===== src/rtl/cart_pkg.sv =====
// cart_mapper shared types
// mapper ids and per-type power-up bank table
package cart_pkg;

  typedef enum logic [2:0] {
    MAP_UNKNOWN = 3'd0,
    MAP_NONE    = 3'd1,
    MAP_GM2     = 3'd2,
    MAP_KONAMI  = 3'd3,
    MAP_SCC     = 3'd4,
    MAP_ASCII8  = 3'd5,
    MAP_ASCII16 = 3'd6,
    MAP_RSVD    = 3'd7
  } mapper_e;

  typedef logic [3:0][7:0] banks_t;

  // id 7 behaves exactly like a plain ROM
  function automatic mapper_e norm_mapper(
    input logic [2:0] m
  );
    mapper_e t;
    t = mapper_e'(m);
    if (t == MAP_RSVD) t = MAP_NONE;
    return t;
  endfunction

  function automatic logic [7:0] default_bank(
    input mapper_e    m,
    input logic [1:0] page
  );
    logic [7:0] b;
    b = 8'd0;
    case (m)
      MAP_KONAMI,
      MAP_SCC,
      MAP_GM2:     b = {6'd0, page};
      MAP_ASCII16: b = {7'd0, page[0]};
      default:     b = 8'd0;
    endcase
    return b;
  endfunction

endpackage


===== src/rtl/cart_mapper_decode.sv =====
// cart_mapper write decoder
// maps a slot write to bank enables and data
module cart_mapper_decode
  import cart_pkg::*;
(
  input  mapper_e    mapper,
  input  logic [4:0] addr_hi,
  input  logic [7:0] d_from_cpu,
  output logic [3:0] we,
  output banks_t     wdata
);

  logic [7:0] d_lo;
  logic [7:0] d_hi;

  assign d_lo = {d_from_cpu[6:0], 1'b0};
  assign d_hi = {d_from_cpu[6:0], 1'b1};

  // per-type address window decode
  always_comb begin
    we    = 4'b0000;
    wdata = {4{d_from_cpu}};
    case (mapper)
      MAP_KONAMI: begin
        case (addr_hi[4:2])
          3'd3:    we[1] = 1'b1;
          3'd4:    we[2] = 1'b1;
          3'd5:    we[3] = 1'b1;
          default: we    = 4'b0000;
        endcase
      end
      MAP_SCC: begin
        if (addr_hi[1:0] == 2'b10) begin
          case (addr_hi[4:2])
            3'd2:    we[0] = 1'b1;
            3'd3:    we[1] = 1'b1;
            3'd4:    we[2] = 1'b1;
            3'd5:    we[3] = 1'b1;
            default: we    = 4'b0000;
          endcase
        end
      end
      MAP_ASCII8: begin
        if (addr_hi[4:2] == 3'd3)
          we[addr_hi[1:0]] = 1'b1;
      end
      MAP_ASCII16: begin
        wdata = {d_hi, d_lo, d_hi, d_lo};
        case (addr_hi)
          5'd12:   we = 4'b0011;
          5'd14:   we = 4'b1100;
          default: we = 4'b0000;
        endcase
      end
      MAP_GM2: begin
        wdata = {4{4'd0, d_from_cpu[3:0]}};
        case (addr_hi[4:1])
          4'd6:    we[1] = 1'b1;
          4'd8:    we[2] = 1'b1;
          4'd10:   we[3] = 1'b1;
          default: we    = 4'b0000;
        endcase
      end
      default: we = 4'b0000;
    endcase
  end

endmodule


===== src/rtl/cart_mapper.sv =====
// cartridge bank-switching controller
// bank registers and CPU-to-ROM translation
module cart_mapper
  import cart_pkg::*;
(
  input  logic        clk,
  input  logic        reset_n,
  input  logic [15:0] addr,
  input  logic        wr,
  input  logic        SLTSL_n,
  input  logic [7:0]  d_from_cpu,
  input  logic [2:0]  mapper,
  input  logic [3:0]  offset,
  input  logic [24:0] rom_size,
  input  logic        ioctl_isROM,
  input  logic [24:0] ioctl_addr,
  output logic [24:0] mem_addr,
  output logic        bank_wr,
  output logic        scc_sel
);

  banks_t     bank_q, bank_d;
  logic       wr_dly_q;
  mapper_e    map_q, map_n;
  logic       bank_wr_q, bank_wr_d;
  logic [3:0] we;
  banks_t     wdata;
  logic       wr_rise;
  logic       dflt;
  logic [1:0] page;
  logic [7:0] bank_sel;
  logic [24:0] banked;
  logic [24:0] plain;

  assign map_n   = norm_mapper(mapper);
  assign dflt    = ioctl_isROM | (map_n != map_q);
  assign wr_rise = wr & ~wr_dly_q
                 & ~SLTSL_n & ~ioctl_isROM;

  cart_mapper_decode u_dec (
    .mapper     (map_n),
    .addr_hi    (addr[15:11]),
    .d_from_cpu (d_from_cpu),
    .we         (we),
    .wdata      (wdata)
  );

  // defaults override any write in the same cycle
  always_comb begin
    bank_d    = bank_q;
    bank_wr_d = 1'b0;
    if (dflt) begin
      for (int i = 0; i < 4; i++)
        bank_d[i] = default_bank(map_n, 2'(i));
    end else if (wr_rise && (we != 4'b0000)) begin
      bank_wr_d = 1'b1;
      for (int i = 0; i < 4; i++)
        if (we[i]) bank_d[i] = wdata[i];
    end
  end

  // map_q starts unknown so the first clock loads defaults
  always_ff @(posedge clk or negedge reset_n) begin
    if (!reset_n) begin
      bank_q    <= '0;
      wr_dly_q  <= 1'b0;
      map_q     <= MAP_UNKNOWN;
      bank_wr_q <= 1'b0;
    end else begin
      bank_q    <= bank_d;
      wr_dly_q  <= wr;
      map_q     <= map_n;
      bank_wr_q <= bank_wr_d;
    end
  end

  // 8 KB page select; outside 4000-BFFF falls to bank0
  always_comb begin
    page = 2'd0;
    case (addr[15:13])
      3'd2:    page = 2'd0;
      3'd3:    page = 2'd1;
      3'd4:    page = 2'd2;
      3'd5:    page = 2'd3;
      default: page = 2'd0;
    endcase
  end

  assign bank_sel = bank_q[page];
  assign banked = {4'd0, bank_sel, addr[12:0]}
                & (rom_size - 25'd1);
  assign plain  = {9'd0, addr}
                - {9'd0, offset, 12'd0};

  // loader address wins, then plain or banked ROM
  always_comb begin
    mem_addr = banked;
    if (ioctl_isROM)
      mem_addr = ioctl_addr;
    else if (map_n == MAP_UNKNOWN ||
             map_n == MAP_NONE)
      mem_addr = plain;
  end

  assign bank_wr = bank_wr_q;
  assign scc_sel = (map_n == MAP_SCC)
                 & (bank_q[2][5:0] == 6'h3F)
                 & (addr[15:11] == 5'b10011)
                 & ~SLTSL_n;

endmodule

===== config.mk =====
export PLATFORM = sky130hd
export DESIGN_NAME = cart_mapper
export DESIGN_NICKNAME = d
export VERILOG_FILES = /design/src/rtl/cart_pkg.sv /design/src/rtl/cart_mapper_decode.sv /design/src/rtl/cart_mapper.sv
export SDC_FILE = /design/constraint.sdc
export NUM_CORES = 1
export LEC_CHECK = 0
export BUFFER_PORTS_ARGS = -buffer_cell sky130_fd_sc_hd__buf_2
export CAP_MARGIN = 20
export CORE_AREA = 5 5 97 99
export CTS_CLUSTER_DIAMETER = 80
export DETAILED_ROUTE_END_ITERATION = 10
export DIE_AREA = 0 0 102 104
export HOLD_SLACK_MARGIN = 0.08
export SLEW_MARGIN = 20
export SYNTH_ARGS = -nofsm -noshare
export SYNTH_HDL_FRONTEND = slang
export SYNTH_SLANG_ARGS = --single-unit

===== constraint.sdc =====
create_clock -name clk -period 4.2 [get_ports clk]
set_input_delay 0.42 -clock clk [delete_from_list [all_inputs] [get_ports clk]]
set_output_delay 0.42 -clock clk [all_outputs]
set_load 0.02 [all_outputs]

==> results of run 1 <==
## final timing paths
check | end | cells after the start | slack, ns
max | mem_addr[20] | 10 | 0.88
min | map_q[2] | 1 | 0.23
max reg2reg | bank_q[25] | 5 | 1.69
min reg2reg | bank_q[29] | 1 | 0.51
max in group asynchronous | bank_q[13] | 1 | 3.44
min in group clk | wr_dly_q | 1 | 0.25
## power by group
part	switching, mW	leakage [nW]	internal [mW]
combinational	0.160	1.24	0.102
sequential	0.00439	0.501	0.363
clock	0.136	0.0574	0.193
## registers in the layout, summed over array words and instances (netlist names)
register and flops:
wr_dly_q 1, bank_wr 1, bank_q 32, map_q 3
## routing by layer
metal | global-route usage, % | routed length [um] | vias to the layer above
met5 | 0 | 0 | -
met4 | 4.499 | 133 | 0
met3 | 4.292 | 793 | 9
met2 | 29.25 | 4417 | 131
met1 | 23.86 | 4272 | 1453
li1 | - | - | 1564
## critical path, cell delays in order
cell and delay [ns]:
buf_2 0.12, inv_1 0.07, ha_1 0.20, or4b_4 0.51, or4_4 0.55, or3_4 0.38
nor3_4 0.12, xor2_1 0.08, a221o_1 0.28, buf_2 0.16
## kinds of logic (layout without fill, tap and decap cells)
| family | Yosys count | count (layout) |
|---|---|---|
| compound gates | 101 | 101 |
| xor+xnor | 21 | 21 |
| fa+ha+maj | 6 | 6 |
| buf+inv | 40 | 140 |
| flops | 37 | 37 |
| mux | 26 | 26 |
| simple gates | 150 | 150 |
## layout make-up
class | count | area [sq um]
Timing Repair Buffer | 113 | 578.1
Tap cell | 108 | 135.1
Multi-Input combinational cell | 304 | 2008
Sequential cell | 37 | 925.9
Clock buffer | 6 | 82.58
Clock inverter | 2 | 37.54
Fill cell | 868 | 4627
Inverter | 19 | 71.32
## per-stage QoR
step	setup slack (ns)	total power [mW]	cells	hold slack (ns)
after global routing	0.7579	1.005	589	0.2661
after CTS	0.8568	0.9640	589	0.2508
after detailed placement	0.8733	0.6380	581	0.4860
after floorplan	1.138	0.5243	381	0.1244
after global placement	0.8772	0.6340	581	0.4762
final	0.8799	0.9587	589	0.2276
## cells in the final DEF (no fill, tap or decap), drive strengths merged, types with 4 or more instances in the layout
master	Yosys	routed
a21o	5	5
or4	4	4
nor2	40	40
mux2	6	6
mux2i	20	20
o31ai	6	6
nor4	6	6
clkbuf	15	6
ha	5	5
inv	19	19
a211oi	7	7
nand2	46	46
a22o	12	12
o21ai	26	26
nand2b	10	10
nor2b	11	11
dfrtp	37	37
xor2	12	12
xnor2	9	9
nand3	9	9
nor3	6	6
a21oi	16	16
buf	6	113
==> key figures, run 1 <==
Floorplan
  – Core area: 8466 sq um
  – Die height: 104 um
  – Initial Util: 36.49%
  – Die area: 10610 sq um
  – Die X: 102 um
  – # IOs: 113
  – Std cell rows: 34

Global route
  – Largest net degree at the start of global routing: 49
  – Initial antenna violation count: 0
  – GRT Residual Overflow: 0
  – First-pass GRT wire length: 15460 um
  – Vias in the first global route: 3185
  – Total Routing Usage GR: 18.00%

Clock network
  – CTS tree: built
  – # hold bufs at CTS: 0
  – Max Root-Sink Buffers: 2
  – Clock Pin Slew Worst Setup and Hold Paths: 0.08 ns
  – CTS Buf Count: 5
  – CTS resizes: 0
  – Post-CTS Setup Bufs: 0
  – Clk root buf: clkbuf_8
  – Clock Latency Late Sink: 0.29 ns
  – Sinks on Clock Net: 37
  – H-tree levels: 2

Yosys
  – Post-synth cell types: 60
  – Synthesized area per cell: 8.108 sq um
  – Post-synth ARST share: 100.0%
  – Yosys warns: 0
  – Mapped Cells: 381
  – Most common cell in the netlist: nand2_1
  – Ys flop type: dfrtp_1
  – Complex-gate fraction of the synthesized area: 22.40%
  – Synth area leaders: dfrtp_1 (30%), mux2i_1 (6.5%), nand2_1 (5.6%), nor2_1 (4.9%), o21ai_0 (4.2%)
  – Top-area cell type share of the netlist area: 29.97%
  – Top post-synthesis cells by count: nand2_1 (46), nor2_1 (40), dfrtp_1 (37)
  – Post-Syn Area: 3089 sq um
  – Sequential-to-total area share from yosys stat: 29.97%
  – Largest family of logic cells by synthesized area: simple AND/OR/NAND/NOR gates
  – Multiplexer share of the synthesized area: 8.667%
  – XOR/XNOR share of the synthesized area: 5.954%
  – Yosys reg bits: 37
  – Adder-cell area share of the yosys netlist: 2.673%
  – Syn Nets: 473
  – Post-Synth Simple-Gate Area: 25.31%
  – Synth area leader: dfrtp_1
  – Post-synth EDFFs: 0

Timing
  – Max-slew violations: 0
  – RSZ-0062 raised after global routing: false
  – Clock skew: 0.004777 ns
  – Final Setup Violations: 0
  – Final worst-path cycle share: 79.05%
  – Fmax: 301.2 MHz
  – Headroom to the max-slew limit: 43.20%
  – Tmin final: 3.320 ns
  – Post-route setup TNS: 0 ns
  – Worst-margin pin slew: 0.8473 ns
  – Final hold vios: 0

Setup path
  – CP startpoint: rom_size[0]
  – Arrival time at the worst endpoint: 2.90 ns
  – Worst setup SP type: input pin
  – Peak fanout along the critical path: 5
  – CP required: 3.78 ns
  – Crit Path Class: in -> out
  – R2R Path Start: wr_dly_q
  – Critical Path Sink Type: output pin

Placed design
  – Detailed Place HPWL: 7653 um
  – # port buffers: 108
  – Area post-placement: 3719 sq um
  – RePlAce Congestion: 0.8975

Pwr
  – Pwr Density: 249.8 nW/um^2
  – Leak Pwr: 1.794 nW
  – Worst vdd ir: 0.0001115 V

Job
  – Max Cap Viol: 0

Routing
  – Routed via count: 3157
  – DRC: 0
  – Vias/cell: 5.360
  – Number of iterations in the first detailed-routing pass: 4
  – Antenna Nets Post-Route: 0
  – Routed len/inst: 16.33 um
  – DR iter-0 viols: 128
  – Routed wire length: 9617 um

Cells and area
  – ANT cells: 0
  – Share of layout cells above drive strength 1: 29.11%
  – P&R area growth vs syn: 24.26%
  – Final Instance Area: 3839 sq um
  – Nets: 572
  – Final core occ: 45.34%

Worst hold path
  – Min-Delay Path Class: in -> async

Outcome
  – Status: finished, final reports clean
(Power assumes the default switching activity.)
==> inputs of run 2 (changes only) <==
- ABC_AREA: not set -> 1
- CORE_AREA: 5 5 97 99 -> 5 5 99 101
- DIE_AREA: 0 0 102 104 -> 0 0 104 106
- clock period: 4.2 -> 3.3 ns (I/O delays scaled with it)
==> key figures, run 2 <==
Outcome
  – Status: finished, final reports clean

Yosys
  – Mapped Cells: 525
  – Sequential-to-total area share from yosys stat: 28.40%
  – Post-synth cell types: 40
  – Post-Syn Area: 3261 sq um
  – Yosys reg bits: 37
  – Synth area leaders: dfrtp_1 (28%), nand2_1 (17%), nor2_1 (9.7%), nand3_1 (7.5%), o21ai_0 (6.4%)
  – Ys flop type: dfrtp_1
  – Top post-synthesis cells by count: nand2_1 (151), nor2_1 (84), inv_1 (53)
  – Most common cell in the netlist: nand2_1
  – Post-synth ARST share: 100.0%
  – Syn Nets: 617
  – Top-area cell type share of the netlist area: 28.40%
  – Yosys warns: 0
  – Synthesized area per cell: 6.211 sq um
  – Post-synth EDFFs: 0
  – Synth area leader: dfrtp_1

Routing
  – Antenna Nets Post-Route: 0
  – Routed wire length: 11010 um
  – Met3 routed WL: 740 um
  – Routed via count: 3749
  – Number of iterations in the first detailed-routing pass: 5
  – DRC: 0
  – Vias/cell: 5.053
  – Highest routed metal layer: met4
  – DR iter-0 viols: 218
  – M1 wire length: 4716 um
  – Wire length on met2: 5306 um
  – Routed len/inst: 14.84 um

Setup path
  – CP startpoint: addr[15]
  – Top cell by count, worst path: nor2_1
  – CP endpoint: mem_addr[14]
  – Crit Path Class: in -> out
  – Reg-to-reg critical path endpoint: bank_q[27]
  – R2R cell count: 6
  – CP peak stage delay: 0.48 ns
  – CP max-delay cell: o21ai_2
  – Arrival time at the worst endpoint: 2.16 ns
  – Crit path cell chain: buf_2, inv_1, nor2_4, inv_1, o21ai_2, nor2_1, o21ai_0, nand2_1, nor2_1, nor2_1, nor2_1, buf_2
  – Peak fanout along the critical path: 12
  – Critical Path Sink Type: output pin
  – Worst setup SP type: input pin
  – R2R Path Start: wr_dly_q
  – CP required: 2.97 ns
  – Reg-to-reg slack, setup: 1.53 ns

Placed design
  – Detailed Place HPWL: 8756 um
  – Placed cell count: 735
  – RePlAce Congestion: 0.8917
  – Area post-placement: 3897 sq um
  – # port buffers: 108

Clock network
  – Clock Latency Late Sink: 0.29 ns
  – CTS resizes: 0
  – Max Root-Sink Buffers: 2
  – CTS tree: built
  – Clock Pin Slew Worst Setup and Hold Paths: 0.07 ns
  – Clk root buf: clkbuf_8
  – Post-CTS Setup Bufs: 0
  – H-tree levels: 2
  – Sinks on Clock Net: 37
  – CTS Buf Count: 5
  – # hold bufs at CTS: 0

Floorplan
  – Core area: 8934 sq um
  – Std cell rows: 35
  – Die area: 11020 sq um
  – Die height: 106 um
  – Initial Util: 36.50%
  – # IOs: 113
  – Die X: 104 um

Timing
  – Worst-margin pin slew: 0.8656 ns
  – RSZ-0062 raised after global routing: false
  – Post-route setup TNS: 0 ns
  – Headroom to the max-slew limit: 42.29%
  – Tmin final: 2.486 ns
  – Final worst-path cycle share: 75.34%
  – Max-slew violations: 0
  – Fmax: 402.2 MHz
  – Clock skew: 0.003624 ns
  – Final hold vios: 0
  – Final Setup Violations: 0

Global route
  – First-pass GRT wire length: 17570 um
  – GRT Residual Overflow: 0
  – Initial antenna violation count: 0
  – Largest net degree at the start of global routing: 38
  – Total Routing Usage GR: 19.41%
  – Vias in the first global route: 3596

Job
  – Max Cap Viol: 0

Pwr
  – Leak Pwr: 2.163 nW
  – Pwr Density: 291.0 nW/um^2
  – Worst vdd ir: 0.0001731 V

Cells and area
  – Fill count: 960
  – Leading cell type in the layout, fill and taps excluded: nand2_1
  – Reg with most FFs: bank_q
  – P&R area growth vs syn: 22.03%
  – ANT cells: 0
  – Final Non-Filler Cells: 742
  – Area occupied by multi-input gates: 2016 sq um
  – Share of layout cells above drive strength 1: 24.25%
  – Register Area: 925.9 sq um
  – Top Registers: bank_q: 32 flops, map_q: 3 flops
  – Final Instance Area: 3979 sq um
  – Max reg flops: 32
  – Most frequent cells in the layout: nand2_1 (151), buf_2 (108), nor2_1 (84)
  – Nets: 723

Worst hold path
  – Min-Delay Path Class: in -> async
run 2: cells by family after synthesis:
kind of cell	after synthesis	synth area share, %
and+or+nand+nor	321	43.63
AOI/OAI and AO/OA	78	13.24
buffers and inverters	74	9.785
DFF	37	28.40
xor gates and xnor gates	9	2.417
adders and majority gates	6	2.533
run 2: report_power, final:
part / internal (mW) / switching [mW] / total, mW
clock: 0.146 / 0.170 / 0.316
combinational: 0.130 / 0.242 / 0.373
sequential: 0.464 / 0.00515 / 0.469
total: 0.741 / 0.417 / 1.16
run 2: worst min-delay path by stage:
stage,from,to,slack (ns)
6_report,reset_n,bank_wr,0.14
5_1_grt,wr,wr_dly_q,0.16
2_1_floorplan,reset_n,bank_q[0],0.03
3_5_place_dp,bank_q[30],bank_q[30],0.45
4_1_cts,wr,wr_dly_q,0.16
3_3_place_gp,bank_q[30],bank_q[30],0.45
run 2: routing by layer:
layer,global-route usage [%],vias to the layer above
li1,-,1899
met1,23.81,1690
met2,34.11,143
met3,3.947,17
met4,6.105,0
met5,0,-
run 2: critical path: cells and delay by family:
family / cells / cell delay, ns
buffers and inverters: 4 / 0.47
AND/OR/NAND/NOR: 6 / 0.61
AO/OA/AOI/OAI: 2 / 0.75
run 2: layout make-up:
type,count,share of cell area [%]
Inverter,59,5.818
Tap cell,111,3.491
Multi-Input combinational cell,414,50.66
Clock buffer,6,1.824
Clock inverter,1,0.2201
Sequential cell,37,23.27
Timing Repair Buffer,114,14.72
run 2: stage by stage:
stage          util, %  total power [mW]  setup slack (ns)  hold WS [ns]
6_report         44.54             1.158            0.8137        0.1449
5_1_grt          44.54             1.227            0.6431        0.1581
4_1_cts          44.54             1.164            0.8233        0.1564
3_5_place_dp     43.63            0.8522            0.8326        0.4534
3_3_place_gp     43.63            0.8474            0.8449        0.4515
2_1_floorplan        -            0.7002             1.256       0.03441
==> inputs of run 3 (changes only) <==
- ABC_AREA: 1 -> 0
- CORE_AREA: 5 5 99 101 -> 5 5 97 99
- DIE_AREA: 0 0 104 106 -> 0 0 102 104
- clock period: 3.3 -> 2.15 ns (I/O delays scaled with it)
==> key figures, run 3 (synthesis gave the netlist of run 1 again) <==
Outcome
  – Status: finished with violations
  – Failing checks: negative setup slack

Timing
  – Final Setup Violations: 11
  – Worst-margin pin slew: 0.8365 ns
  – Clock skew: 0.008252 ns
  – Final WS setup: -0.5078 ns
  – Final hold vios: 0
  – Fmax: 376.3 MHz
  – Tmin final: 2.658 ns
  – RSZ-0062 raised after global routing: true
  – Max-slew violations: 0
  – Final worst-path cycle share: 123.6%
  – Headroom to the max-slew limit: 44.23%

Setup path
  – CP peak stage delay: 0.46 ns
  – Worst setup SP type: input pin
  – Arrival time at the worst endpoint: 2.44 ns
  – Top cell by count, worst path: buf_6
  – Reg-to-reg critical path endpoint: bank_q[17]
  – Reg-to-reg slack, setup: 0.07 ns
  – R2R cell count: 6
  – CP startpoint: rom_size[1]
  – CP required: 1.93 ns
  – Peak fanout along the critical path: 4
  – CP max-delay cell: or4b_4
  – Crit path cell chain: buf_8, inv_4, ha_4, or4b_4, or4_4, buf_4, buf_6, nor4_4, xnor2_1, o31a_1, a21oi_4, buf_6
  – CP endpoint: mem_addr[16]
  – Crit Path Class: in -> out
  – Critical Path Sink Type: output pin
  – R2R Path Start: map_q[0]

Cells and area
  – Top Registers: bank_q: 32 flops, map_q: 3 flops
  – Most frequent cells in the layout: buf_2 (93), buf_4 (81), nand2_1 (45)
  – Max reg flops: 32
  – Nets: 651
  – Share of layout cells above drive strength 1: 43.57%
  – Leading cell type in the layout, fill and taps excluded: buf_2
  – Reg with most FFs: bank_q
  – ANT cells: 0
  – P&R area growth vs syn: 54.48%
  – Final Instance Area: 4772 sq um
  – Fill count: 798
  – Final Non-Filler Cells: 668

Pwr
  – Final Power: 2.128 mW
  – Pwr Density: 445.9 nW/um^2
  – Leak Pwr: 2.293 nW
  – Worst vdd ir: 0.0002085 V

Global route
  – GRT Residual Overflow: 0
  – Vias in the first global route: 3631
  – Initial antenna violation count: 0
  – Largest net degree at the start of global routing: 39
  – First-pass GRT wire length: 17280 um
  – Total Routing Usage GR: 20.20%

Worst hold path
  – Min-Delay Path Class: in -> reg
  – Hold path depth: 1

Routing
  – DRC: 0
  – Routed via count: 3514
  – DR iter-0 viols: 185
  – Number of iterations in the first detailed-routing pass: 5
  – Antenna Nets Post-Route: 0
  – Vias/cell: 5.260
  – Routed len/inst: 16.12 um
  – Routed wire length: 10770 um

Placed design
  – Area post-placement: 4284 sq um
  – Placed cell count: 648
  – RePlAce Congestion: 0.8600
  – Detailed Place HPWL: 8678 um
  – # port buffers: 108

Clock network
  – Clock Pin Slew Worst Setup and Hold Paths: 0.08 ns
  – CTS tree: built
  – Max Root-Sink Buffers: 2
  – Clk root buf: clkbuf_8
  – Sinks on Clock Net: 37
  – Clock Latency Late Sink: 0.29 ns
  – CTS Buf Count: 5
  – H-tree levels: 2

Job
  – Max Cap Viol: 0

Floorplan
  – Initial Util: 36.49%
  – Die X: 102 um
  – Core area: 8466 sq um
  – Std cell rows: 34
  – Die area: 10610 sq um
  – # IOs: 113
  – Die height: 104 um
-- run 3: per-stage QoR --
stage               hold slack (ns)  utilization [%]  setup TNS, ns  worst slack, ns
floorplan                  -0.08059                -        -0.9481          -0.3658
global placement             0.3455            50.61         -3.695          -0.6079
detailed placement           0.3488            50.61         -3.896          -0.6252
CTS                          0.1173            54.57         -3.306          -0.5709
global route                 0.1217            56.37         -4.038          -0.5761
finish                       0.1206            56.37         -3.257          -0.5078
-- run 3: layout make-up --
class / count / area (sq um) / share of cell area, %
Sequential cell: 37 / 925.9 / 19.40
Multi-Input combinational cell: 304 / 2192 / 45.94
Timing Repair Buffer: 192 / 1295 / 27.14
Clock buffer: 5 / 68.82 / 1.442
Clock inverter: 3 / 68.82 / 1.442
Tap cell: 108 / 135.1 / 2.832
Inverter: 19 / 86.33 / 1.809
-- run 3: routing by layer --
| layer | routed length (um) | vias up | global-route usage [%] |
|---|---|---|---|
| li1 | - | 1724 | - |
| met1 | 4289 | 1638 | 25.08 |
| met2 | 5363 | 136 | 34.08 |
| met3 | 933 | 16 | 4.561 |
| met4 | 182 | 0 | 6.654 |
| met5 | 0 | - | 0 |
-- run 3: repair_timing --
item / in CTS / in global routing
buffers inserted: 7 / 5
gates resized for setup: 35 / 30
pin swaps: 12 / 22
endpoints found under the setup margin: 14 / 25
hold endpoints to repair: 38 / 0
gates cloned: 0 / 0
hold buffers: 2 / 0
-- run 3: worst min path at each step --
stage           endpoint  slack, ns      start
3_5_place_dp    wr_dly_q       0.35         wr
6_report        map_q[0]       0.12  mapper[0]
3_3_place_gp    wr_dly_q       0.35         wr
4_1_cts         map_q[0]       0.12  mapper[0]
5_1_grt         map_q[0]       0.12  mapper[0]
2_1_floorplan  bank_q[0]      -0.08    reset_n
-- run 3: worst max-delay path, delay by kind of cell --
family | cells | cell delay [ns]
AND/OR/NAND/NOR | 3 | 1.03
buffers and inverters | 5 | 0.55
AO/OA/AOI/OAI | 2 | 0.45
adder cells (fa/ha/maj) | 1 | 0.12
XOR/XNOR | 1 | 0.09
-- run 3: where the power goes --
part	internal (mW)	switching, mW	leakage [nW]
Clock	0.467	0.272	0.0687
Sequential	0.709	0.00880	0.501
Combinational	0.309	0.362	1.72
Total	1.49	0.642	2.29
